--- config.mk ---
export PLATFORM = sky130hd
export DESIGN_NAME = pipe_hazard_ctrl_flat
export DESIGN_NICKNAME = d
export VERILOG_FILES = /design/src/rtl/pipe_hazard_ctrl_if.sv /design/src/rtl/pipe_hazard_ctrl.sv /design/src/flat_wrapper.sv
export SDC_FILE = /design/constraint.sdc
export NUM_CORES = 1
export LEC_CHECK = 0
export ABC_AREA = 1
export ABC_CLOCK_PERIOD_IN_PS = 5900
export CELL_PAD_IN_SITES_DETAIL_PLACEMENT = 1
export CELL_PAD_IN_SITES_GLOBAL_PLACEMENT = 1
export CORE_MARGIN = 2
export CORE_UTILIZATION = 28
export DETAILED_ROUTE_END_ITERATION = 16
export PLACE_DENSITY_LB_ADDON = 0.1
export SYNTH_ARGS = -nofsm -noshare
export SYNTH_HDL_FRONTEND = slang
export SYNTH_SLANG_ARGS = --single-unit
--- constraint.sdc ---
create_clock -name clk -period 5.9 [get_ports clk]
set_input_delay 1.18 -clock clk [delete_from_list [all_inputs] [get_ports clk]]
set_output_delay 1.18 -clock clk [all_outputs]
set_load 0.005 [all_outputs]
--- src/rtl/pipe_hazard_ctrl_if.sv ---
// pipe_hazard_ctrl_if: hazard inputs and stall/flush/redirect controls for the pipeline front end
interface pipe_hazard_ctrl_if #(parameter int XLEN = 32);
  logic            ex_jmp;
  logic [XLEN-1:0] ex_jmp_target;
  logic            ex_busy;
  logic            ex_mem_read;
  logic [4:0]      ex_rd;
  logic [4:0]      id_rs1;
  logic [4:0]      id_rs2;
  logic            id_rs1_used;
  logic            id_rs2_used;
  logic            imem_ready;
  logic            pc_stall;
  logic            pc_redirect;
  logic [XLEN-1:0] redirect_addr;
  logic            if_id_stall;
  logic            if_id_flush;
  logic            id_ex_stall;
  logic            id_ex_flush;
  logic [31:0]     stall_cycles;
  modport master (
    input  ex_jmp, ex_jmp_target, ex_busy, ex_mem_read, ex_rd, id_rs1, id_rs2,
           id_rs1_used, id_rs2_used, imem_ready,
    output pc_stall, pc_redirect, redirect_addr, if_id_stall, if_id_flush,
           id_ex_stall, id_ex_flush, stall_cycles
  );
  modport slave (
    output ex_jmp, ex_jmp_target, ex_busy, ex_mem_read, ex_rd, id_rs1, id_rs2,
           id_rs1_used, id_rs2_used, imem_ready,
    input  pc_stall, pc_redirect, redirect_addr, if_id_stall, if_id_flush,
           id_ex_stall, id_ex_flush, stall_cycles
  );
endinterface

--- src/rtl/pipe_hazard_ctrl.sv ---
// pipe_hazard_ctrl: stall/flush/redirect sequencer for the IF/ID and ID/EX registers
module pipe_hazard_ctrl #(
  parameter int XLEN         = 32,
  parameter int FLUSH_CYCLES = 1
) (
  input logic                 clk,
  input logic                 rst,
  pipe_hazard_ctrl_if.master  bus
);
  typedef enum logic [1:0] {RUN, FLUSH, BUSY} state_t;
  state_t          state_q, state_d;
  logic [2:0]      fcnt_q, fcnt_d;
  logic [31:0]     scnt_q, scnt_d;
  logic            load_use;
  logic            pc_stall, pc_redirect, if_id_stall, if_id_flush, id_ex_stall, id_ex_flush;
  logic [XLEN-1:0] redirect_addr;
  assign load_use = bus.ex_mem_read && bus.ex_rd != 5'd0 &&
                    ((bus.id_rs1_used && bus.id_rs1 == bus.ex_rd) ||
                     (bus.id_rs2_used && bus.id_rs2 == bus.ex_rd));
  // priority-ordered control decode: reset > jump > flush window > busy > load-use > fetch miss
  always_comb begin
    pc_stall      = 1'b0;
    pc_redirect   = 1'b0;
    redirect_addr = '0;
    if_id_stall   = 1'b0;
    if_id_flush   = 1'b0;
    id_ex_stall   = 1'b0;
    id_ex_flush   = 1'b0;
    state_d       = RUN;
    fcnt_d        = 3'd0;
    if (rst) begin
      pc_stall    = 1'b1;
      if_id_flush = 1'b1;
      id_ex_flush = 1'b1;
    end else if (bus.ex_jmp) begin
      pc_redirect   = 1'b1;
      redirect_addr = bus.ex_jmp_target;
      if_id_flush   = 1'b1;
      id_ex_flush   = 1'b1;
      state_d       = FLUSH_CYCLES > 1 ? FLUSH : RUN;
      fcnt_d        = 3'(FLUSH_CYCLES - 1);
    end else if (state_q == FLUSH) begin
      if_id_flush = 1'b1;
      id_ex_flush = 1'b1;
      fcnt_d      = fcnt_q - 3'd1;
      state_d     = fcnt_q <= 3'd1 ? RUN : FLUSH;
    end else if (bus.ex_busy) begin
      pc_stall    = 1'b1;
      if_id_stall = 1'b1;
      id_ex_stall = 1'b1;
      state_d     = BUSY;
    end else if (load_use) begin
      pc_stall    = 1'b1;
      if_id_stall = 1'b1;
      id_ex_flush = 1'b1;
    end else if (!bus.imem_ready) begin
      pc_stall    = 1'b1;
      if_id_flush = 1'b1;
    end
    scnt_d = rst ? 32'd0 : scnt_q + {31'd0, pc_stall};
  end
  // state, flush countdown and stall counter registers
  always_ff @(posedge clk) begin
    if (rst) begin
      state_q <= RUN;
      fcnt_q  <= 3'd0;
      scnt_q  <= 32'd0;
    end else begin
      state_q <= state_d;
      fcnt_q  <= fcnt_d;
      scnt_q  <= scnt_d;
    end
  end
  assign bus.pc_stall      = pc_stall;
  assign bus.pc_redirect   = pc_redirect;
  assign bus.redirect_addr = redirect_addr;
  assign bus.if_id_stall   = if_id_stall;
  assign bus.if_id_flush   = if_id_flush;
  assign bus.id_ex_stall   = id_ex_stall;
  assign bus.id_ex_flush   = id_ex_flush;
  assign bus.stall_cycles  = scnt_q;
endmodule

--- src/flat_wrapper.sv ---
// flat-port wrapper written by rule: the top's interface ports become plain ports
module pipe_hazard_ctrl_flat 
#(
  parameter int XLEN         = 32,
  parameter int FLUSH_CYCLES = 1
)
  (clk, rst, bus_ex_jmp, bus_ex_jmp_target, bus_ex_busy, bus_ex_mem_read, bus_ex_rd, bus_id_rs1, bus_id_rs2, bus_id_rs1_used, bus_id_rs2_used, bus_imem_ready, bus_pc_stall, bus_pc_redirect, bus_redirect_addr, bus_if_id_stall, bus_if_id_flush, bus_id_ex_stall, bus_id_ex_flush, bus_stall_cycles);
  pipe_hazard_ctrl_if #(.XLEN(XLEN)) bus_i ();
  input logic clk;
  input logic rst;
  input wire logic [$bits(bus_i.ex_jmp)-1:0] bus_ex_jmp;
  input wire logic [$bits(bus_i.ex_jmp_target)-1:0] bus_ex_jmp_target;
  input wire logic [$bits(bus_i.ex_busy)-1:0] bus_ex_busy;
  input wire logic [$bits(bus_i.ex_mem_read)-1:0] bus_ex_mem_read;
  input wire logic [$bits(bus_i.ex_rd)-1:0] bus_ex_rd;
  input wire logic [$bits(bus_i.id_rs1)-1:0] bus_id_rs1;
  input wire logic [$bits(bus_i.id_rs2)-1:0] bus_id_rs2;
  input wire logic [$bits(bus_i.id_rs1_used)-1:0] bus_id_rs1_used;
  input wire logic [$bits(bus_i.id_rs2_used)-1:0] bus_id_rs2_used;
  input wire logic [$bits(bus_i.imem_ready)-1:0] bus_imem_ready;
  output wire logic [$bits(bus_i.pc_stall)-1:0] bus_pc_stall;
  output wire logic [$bits(bus_i.pc_redirect)-1:0] bus_pc_redirect;
  output wire logic [$bits(bus_i.redirect_addr)-1:0] bus_redirect_addr;
  output wire logic [$bits(bus_i.if_id_stall)-1:0] bus_if_id_stall;
  output wire logic [$bits(bus_i.if_id_flush)-1:0] bus_if_id_flush;
  output wire logic [$bits(bus_i.id_ex_stall)-1:0] bus_id_ex_stall;
  output wire logic [$bits(bus_i.id_ex_flush)-1:0] bus_id_ex_flush;
  output wire logic [$bits(bus_i.stall_cycles)-1:0] bus_stall_cycles;
  assign bus_i.ex_jmp = bus_ex_jmp;
  assign bus_i.ex_jmp_target = bus_ex_jmp_target;
  assign bus_i.ex_busy = bus_ex_busy;
  assign bus_i.ex_mem_read = bus_ex_mem_read;
  assign bus_i.ex_rd = bus_ex_rd;
  assign bus_i.id_rs1 = bus_id_rs1;
  assign bus_i.id_rs2 = bus_id_rs2;
  assign bus_i.id_rs1_used = bus_id_rs1_used;
  assign bus_i.id_rs2_used = bus_id_rs2_used;
  assign bus_i.imem_ready = bus_imem_ready;
  assign bus_pc_stall = bus_i.pc_stall;
  assign bus_pc_redirect = bus_i.pc_redirect;
  assign bus_redirect_addr = bus_i.redirect_addr;
  assign bus_if_id_stall = bus_i.if_id_stall;
  assign bus_if_id_flush = bus_i.if_id_flush;
  assign bus_id_ex_stall = bus_i.id_ex_stall;
  assign bus_id_ex_flush = bus_i.id_ex_flush;
  assign bus_stall_cycles = bus_i.stall_cycles;
  pipe_hazard_ctrl #(.XLEN(XLEN), .FLUSH_CYCLES(FLUSH_CYCLES)) u_core (.clk(clk), .rst(rst), .bus(bus_i));
endmodule
After elaboration in Yosys (flattened, before gate mapping). Cells that the tools add are included.

Flip-flop bits (word level): 37. Bits in latches: 0. Memory bits (writable): 0. Memory bits (read-only): 0. Bits of input ports: 55. Output and inout port bits: 70. Word-level logic and storage cells: 49. Memories: 0.

Add/sub/neg operators: 2. Multipliers: 0. Divide/modulo/power cells: 0. $lt $le $gt $ge: 1. Equality and inequality tests: 3. Shift operators: 0. Mux-type cells: 31. Bitwise operators: 1. Reductions and logical operators: 8.

Operators by type and width (number): 2-to-1 mux 32 bit (2); adder 32 x 1 -> 32 bit (1); 2-to-1 mux 1 bit (27); == test 5 bit (2); nonzero test 5 bit (1); logical AND 1 bit (4); 2-to-1 mux 2 bit (2); <= comparator 3 x 1 -> 1 bit (second input constant) (1); OR reduction 3 bit (1); subtractor 3 x 1 -> 3 bit (second input constant) (1); == test 2 x 1 -> 1 bit (second input constant) (1); OR reduction 2 bit (1); logical OR 1 bit (1); NOT 1 bit (1).

Depth between registers and ports, before layout. Gate-level depths: netlist of run 1.

Depth after elaboration: 10. Depth in mapped cells: 20. Gate-level depth less buffers: 20.

Worst setup path after synthesis of run 1. No wires, ideal clock.

Kind: in2out. Start point: in rst. End point: out bus_pc_stall. Data arrival time: 1.828 ns. Data required time: 4.720 ns. Setup slack: 2.892 ns. Stages on the path: 4. Path buffers: 2. Cells stage by stage: clkbuf_1 > inv_1 > buf_2 > nand2_1.

Cells in the longest elaborated chain, start to end: 1.

RTL lines: from (decl) (RTL line flat_wrapper.sv:10) `input logic rst;`; 2-to-1 mux 1 bit (RTL line pipe_hazard_ctrl.sv:31) `if (rst) begin`; to (decl) (RTL line flat_wrapper.sv:21) `output wire logic [$bits(bus_i.pc_stall)-1:0] bus_pc_stall;`.

No other way between the ends.

Final worst setup path of run 1.
Start point: in bus_ex_jmp. End point: out bus_redirect_addr[5].

Cells in the longest elaborated chain, start to end: 2.

RTL lines: from (decl) (RTL line flat_wrapper.sv:11) `input wire logic [$bits(bus_i.ex_jmp)-1:0] bus_ex_jmp;`; 2-to-1 mux 32 bit (RTL line pipe_hazard_ctrl.sv:35) `end else if (bus.ex_jmp) begin`; 2-to-1 mux 32 bit (RTL line pipe_hazard_ctrl.sv:31); to (decl) (RTL line flat_wrapper.sv:23) `output wire logic [$bits(bus_i.redirect_addr)-1:0] bus_redirect_addr;`.

No other way between the ends.

==> metrics.md, run 1 <==
| Metric | Value |
|---|---|
| Worst Hold Class | flip-flop to flip-flop |
| Hold WS | 0.4512 ns |
| Number of port buffers | 124 |
| Post-DP HPWL | 7.281 mm |
| Post-Syn Instances | 423 |
| DR iter-0 viols | 75 |
| Worst hold start | u_core.fcnt_q[0] |
| Row cnt | 34 |
| Initial DRT Pass Iterations | 4 |
| Chip Width | 98.25 um |
| CTS H-Tree Depth | 2 |
| Max-slew violations | 0 |
| Async S/R FF share, synth | 0 |
| Vias per inst | 4.638 |
| Sequential area share after synthesis | 0.2978 |
| Placement Cell Area | 3831 um^2 |
| Relative slew slack | 0.5640 |
| Drt total wl | 8.834 mm |
| Hold Path Sink | u_core.fcnt_q[0] |
| R2r endpoint | u_core.bus.stall_cycles[16] |
| Fillcell total | 1,180 |
| Die area | 9653 um^2 |
| Top-Level Pins | 125 |
| Grt ovf | 0 |
| Initial antenna violation count | 0 |
| CTS tree | yes |
| First-pass GRT wire length | 14.61 mm |
| Worst r2r path cells | 15 |
| Fin. Hold Viols | 0 |
| Cell taking the most area after synthesis | dfxtp_1 |
| Crit path max fanout | 20 |
| Reg-to-reg setup timing slack | 3.94 ns |
| Core area | 8678 um^2 |
| Total GRT Usage | 0.1840 |
| Worst Path Arrival | 3.12 ns |
| FMAX | 232.8 MHz |
| Synthesized net count | 482 |
| DRT antenna net count | 0 |
| Initial Util | 0.2866 |
| DR WL/cell | 13.55 um |
| Synth top area share | 0.2978 |
| Status | finished, final reports clean |
| Leading post-synthesis cells by cell area | dfxtp_1 (30%), nand2_1 (21%), nor2_1 (13%) |
| # Post-CTS Setup Buffers | 0 |
| Vias in the first global route | 3,152 |
| # DRC | 0 |
| Post-CTS sizing | 0 |
| Clk sinks | 37 |
| Area Growth Syn to Fin | 56.99% |
| CP Class | primary input to output pin |
| Worst slew pin tran | 0.6519 ns |
| Endpoints failing setup | 0 |
| Yosys reg bits | 37 |
| Fin nets | 604 |
| RD Place Congestion | 0.8284 |
| Clk slew on worst S/H paths | 0.07 ns |
| Clock tree buffer depth | 2 |
| TritonCTS buffer count | 5 |
| Max-Cap Viols | 0 |
| Unique masters post-synth | 29 |
| Min Tclk post-route | 4.296 ns |
| Pwr Density | 135.4 nW/um^2 |
| Unrepaired setup endpoints after global routing | false |
| Cell depth of the worst min-delay path | 1 |
| Most numerous cell in the Yosys netlist | nand2_1 |
| Setup TNS | 0 ns |
| Synth top cells by count | nand2_1 (137), nor2_1 (84), inv_1 (43), dfxtp_1 (37), a21oi_1 (28) |
| Crit start category | primary input |
| Crit end category | output pin |
| Die Span Y | 98.25 um |
| Routed via count | 3,024 |
| FF-to-FF Start | u_core.state_q[0] |
| P_leak | 1.546 nW |
| Syn Std Cell Area | 2487 um^2 |
| Pin count of the biggest net entering global routing | 55 |
| Antenna diode count | 0 |
| Layout cells sized above 1 | 0.07353 |
| Root Driver | clkbuf_8 |
| Post-synth EDFFs | 0 |
| Clock skew | 0.008973 ns |
| Worst-Skew Late Latency | 0.29 ns |
| Synth Flop Type | dfxtp_1 |
| Finished Cell Area | 3905 um^2 |
| Max rail drop VDD | 0.07650 mV |
| Ys Warns | 0 |
| Crit path required time | 4.72 ns |
| Avg Cell Area, Syn | 5.880 um^2 |
| Final Cycle Share | 0.7281 |
| # hold bufs at CTS | 0 |
## placed cells by master, fill, tap and decap left out
cell type,Yosys,layout
nand2_1,137,137
clkdlybuf4s50_1,0,123
nor2_1,84,84
inv_1,43,43
dfxtp_1,37,37
a21oi_1,28,28
nand3_1,20,20
o21ai_0,8,8
inv_2,7,7
nand2_2,5,5
nor2_2,5,5
nor3_1,5,5
clkbuf_8,0,5
nor3_4,4,4
nor3_2,4,4
ha_1,4,4
xnor2_1,3,3
nand3b_1,3,3
nand4_1,3,3
clkinv_2,1,2
nand2_4,2,2
nor2_4,2,2
o21a_1,2,2
buf_4,0,2
a211oi_1,1,1
clkinv_1,1,1
or2_0,1,1
a21oi_2,1,1
o21ai_1,1,1
buf_2,1,1
## flip-flops by register name, summed over array words and instances (netlist names)
signal / count
u_core.fcnt_q: 3
u_core.state_q: 2
u_core.bus.stall_cycles: 32
## critical path: stages
cell and delay (ns):
clkdlybuf4s50_1 0.89, buf_4 0.31, nand2_1 0.07, nor2_1 0.12
clkdlybuf4s50_1 0.54
## final cells by class
| cell class | count | area, um^2 | area share |
|---|---|---|---|
| multi-input cells | 323 | 1508 | 0.3861 |
| repair buffers | 126 | 1251 | 0.3204 |
| flip-flops and latches | 37 | 740.7 | 0.1897 |
| inverters | 52 | 196.4 | 0.05030 |
| well taps | 108 | 135.1 | 0.03460 |
| clock buffers | 5 | 68.82 | 0.01762 |
| clock inverters | 1 | 5.005 | 0.001282 |
## power by group
group,internal (mW),switching (mW),total [mW]
combinational,0.0639,0.0426,0.106
sequential,0.252,0.00208,0.254
clock,0.0778,0.0907,0.169
## per-layer routing
layer	vias to the layer above	part of all wire	global-route usage
met3	9	0.047	0.03865
li1	1547	-	-
met4	0	0.011	0.03477
met2	64	0.54	0.3614
met1	1404	0.40	0.2032
met5	-	0	0
## kinds of logic (layout without fill, tap and decap cells)
logic type / Yosys count / count (layout) / synth area share
XOR/XNOR: 3 / 3 / 0.01057
AND/OR/NAND/NOR: 275 / 275 / 0.4884
AO/OA/AOI/OAI: 41 / 41 / 0.08702
flip-flops: 37 / 37 / 0.2978
buffers and inverters: 63 / 184 / 0.09607
adder cells (fa/ha/maj): 4 / 4 / 0.02012
## worst max-delay path by stage
stage | start | to | slack [ns] | cells past startpoint
floorplan | rst | bus_pc_stall | 2.89 | 4
global placement | bus_ex_rd[1] | bus_pc_stall | 1.62 | 12
detailed placement | bus_ex_jmp | bus_redirect_addr[5] | 1.58 | 5
CTS | bus_ex_jmp | bus_redirect_addr[5] | 1.59 | 5
finish | bus_ex_jmp | bus_redirect_addr[5] | 1.60 | 5
global route | bus_ex_jmp | bus_redirect_addr[4] | 1.44 | 5
## per-stage QoR
stage | setup WS, ns | std cells | power, mW | util
floorplan | 2.892 | 423 | 0.2971 | -
global placement | 1.620 | 646 | 0.3654 | 0.4415
detailed placement | 1.583 | 646 | 0.3678 | 0.4415
CTS | 1.590 | 652 | 0.5399 | 0.4500
global route | 1.435 | 652 | 0.5591 | 0.4500
finish | 1.604 | 652 | 0.5289 | 0.4500
(Power assumes the default switching activity.)
==> run 2: changes to the inputs <==
- ABC_CLOCK_PERIOD_IN_PS: 5900 -> 4400
- CORE_UTILIZATION: 28 -> 26
- clock period: 5.9 -> 4.4 ns (I/O delays scaled with it)
==> run 2 against run 1 <==
Compared with the run above: clock power is 44% higher; sequential share of layout area decreased by 0.19 points; design area increased by 0.99%; combinational power grew 35%; first-iteration DRC count shrank 33%; critical endpoint is now bus_redirect_addr[13]; clock skew decreased by 0.0011 ns; worst hold slack about the same; cell count grew 3.4%.
==> metrics.md, run 2 (synthesized netlist as in run 1, its figures left out) <==
| Metric | Value |
|---|---|
| Status | finished, final reports clean |
| Die Span Y | 101.8 um (+3.6%) |
| Row cnt | 35 (+2.9%) |
| Most common cell after layout, fill and taps aside | nand2_1 |
| DR iter-0 viols | 50 (-33%) |
| Layout cells sized above 1 | 0.07339 (-0.0001349) |
| # Post-CTS Setup Buffers | 0 (unchanged) |
| Most frequent cells in the layout | nand2_1 (137), clkdlybuf4s50_1 (123), nor2_1 (84) |
| Total GRT Usage | 0.1734 (-0.01059) |
| CTS H-Tree Depth | 2 (unchanged) |
| Initial DRT Pass Iterations | 4 (unchanged) |
| Min Tclk post-route | 3.684 ns |
| DRT antenna net count | 0 (unchanged) |
| Area Growth Syn to Fin | 58.55% |
| Grt ovf | 0 (unchanged) |
| Clk sinks | 37 (unchanged) |
| Top-Level Pins | 125 (unchanged) |
| Crit path required time | 3.52 ns (-1.20 ns) |
| Routed via count | 2,987 (-1.2%) |
| P_leak | 1.550 nW (+0.29%) |
| Pwr Density | 184.2 nW/um^2 (+36%) |
| Layout Cells excl Fill | 674 (+3.4%) |
| Chip Width | 101.8 um (+3.6%) |
| Drt total wl | 9.001 mm (+1.9%) |
| Clk slew on worst S/H paths | 0.07 ns (about the same) |
| Number of port buffers | 124 (unchanged) |
| Crit path max fanout | 20 (unchanged) |
| Relative slew slack | 0.5570 (-0.007058) |
| Worst slew pin tran | 0.6625 ns (+0.01055 ns) |
| Max-slew violations | 0 (unchanged) |
| Placement Cell Area | 3857 um^2 (+0.69%) |
| Finished Cell Area | 3944 um^2 (+0.99%) |
| # hold bufs at CTS | 0 (unchanged) |
| Core area | 9240 um^2 (+6.5%) |
| RD Place Congestion | 0.8697 (+5.0%) |
| Fin. Hold Viols | 0 (unchanged) |
| Unrepaired setup endpoints after global routing | false |
| Max reg flops | 32 (unchanged) |
| Placed cells | 667 (+3.3%) |
| Clock skew | 0.007864 ns (-0.001108 ns) |
| Post-DP HPWL | 7.383 mm (+1.4%) |
| Endpoints failing setup | 0 (unchanged) |
| Pin count of the biggest net entering global routing | 55 (unchanged) |
| Cell depth of the worst min-delay path | 1 (unchanged) |
| Vias in the first global route | 3,059 (-3.0%) |
| # DRC | 0 (unchanged) |
| CTS tree | yes |
| Worst r2r path cells | 15 (unchanged) |
| Fin nets | 604 (unchanged) |
| Post-CTS sizing | 0 (unchanged) |
| Setup TNS | 0 ns (unchanged) |
| Final Cycle Share | 0.8372 |
| Initial Util | 0.2692 (-0.01743) |
| DR WL/cell | 13.35 um (-1.4%) |
| Initial antenna violation count | 0 (unchanged) |
| Max-Cap Viols | 0 (unchanged) |
| Crit end category | output pin |
| Worst-Skew Late Latency | 0.29 ns (about the same) |
| Fillcell total | 1,212 (+2.7%) |
| Vias per inst | 4.432 (-4.4%) |
| Die area | 10,370 um^2 (+7.4%) |
| CP Class | primary input to output pin |
| FMAX | 271.5 MHz |
| First-pass GRT wire length | 14.52 mm (-0.66%) |
| Clock tree buffer depth | 2 (unchanged) |
| Max rail drop VDD | 0.1111 mV (+45%) |
| Worst Path Arrival | 2.80 ns (-0.32 ns) |
| Worst Hold Class | flip-flop to flip-flop |
| TritonCTS buffer count | 5 (unchanged) |
| Antenna diode count | 0 (unchanged) |
| Crit start category | primary input |
| Root Driver | clkbuf_8 |
-- run 2: per-stage QoR --
step	hold WS (ns)	setup WS, ns	total power, mW	util
4_1_cts	0.4577	0.6863	0.7375	0.4268
3_5_place_dp	0.4439	0.6843	0.4927	0.4175
2_1_floorplan	0.4173	1.800	0.3984	-
5_1_grt	0.4789	0.5509	0.7712	0.4268
3_3_place_gp	0.4297	0.7175	0.4904	0.4175
6_report	0.4510	0.7162	0.7265	0.4268
-- run 2: path summary, 6_finish.rpt --
| check | from | endpoint | slack, ns |
|---|---|---|---|
| worst min register to register | u_core.fcnt_q[0] | u_core.fcnt_q[0] | 0.45 |
| worst max-delay path | bus_ex_jmp | bus_redirect_addr[13] | 0.72 |
| worst min-delay path | u_core.fcnt_q[0] | u_core.fcnt_q[0] | 0.45 |
| worst max register to register | u_core.state_q[0] | u_core.bus.stall_cycles[16] | 2.42 |
-- run 2: cell type report --
class / count / area, um^2 / area share
Multi-Input combinational cell: 323 / 1508 / 0.3823
Timing Repair Buffer: 126 / 1251 / 0.3173
Sequential cell: 37 / 740.7 / 0.1878
Inverter: 52 / 196.4 / 0.04981
Tap cell: 129 / 161.4 / 0.04093
Clock buffer: 7 / 86.33 / 0.02189
-- run 2: worst max-delay path: stages --
cell	delay, ns
clkdlybuf4s50_1	0.89
buf_4	0.32
nand2_1	0.08
nor2_1	0.10
clkdlybuf4s50_1	0.53
-- run 2: report_power, final --
part | internal (mW) | switching [mW] | leakage (nW)
sequential | 0.338 | 0.00280 | 0.299
clock | 0.124 | 0.119 | 0.0443
combinational | 0.0856 | 0.0573 | 1.21
-- run 2: metal layers --
| layer | routed length [um] | vias to the layer above | GRT usage | part of all wire |
|---|---|---|---|---|
| met5 | 0 | - | 0 | 0 |
| met4 | 133 | 0 | 0.03795 | 0.015 |
| met3 | 419 | 11 | 0.03420 | 0.047 |
| met2 | 4782 | 83 | 0.3153 | 0.53 |
| met1 | 3665 | 1347 | 0.2116 | 0.41 |
| li1 | - | 1546 | - | - |
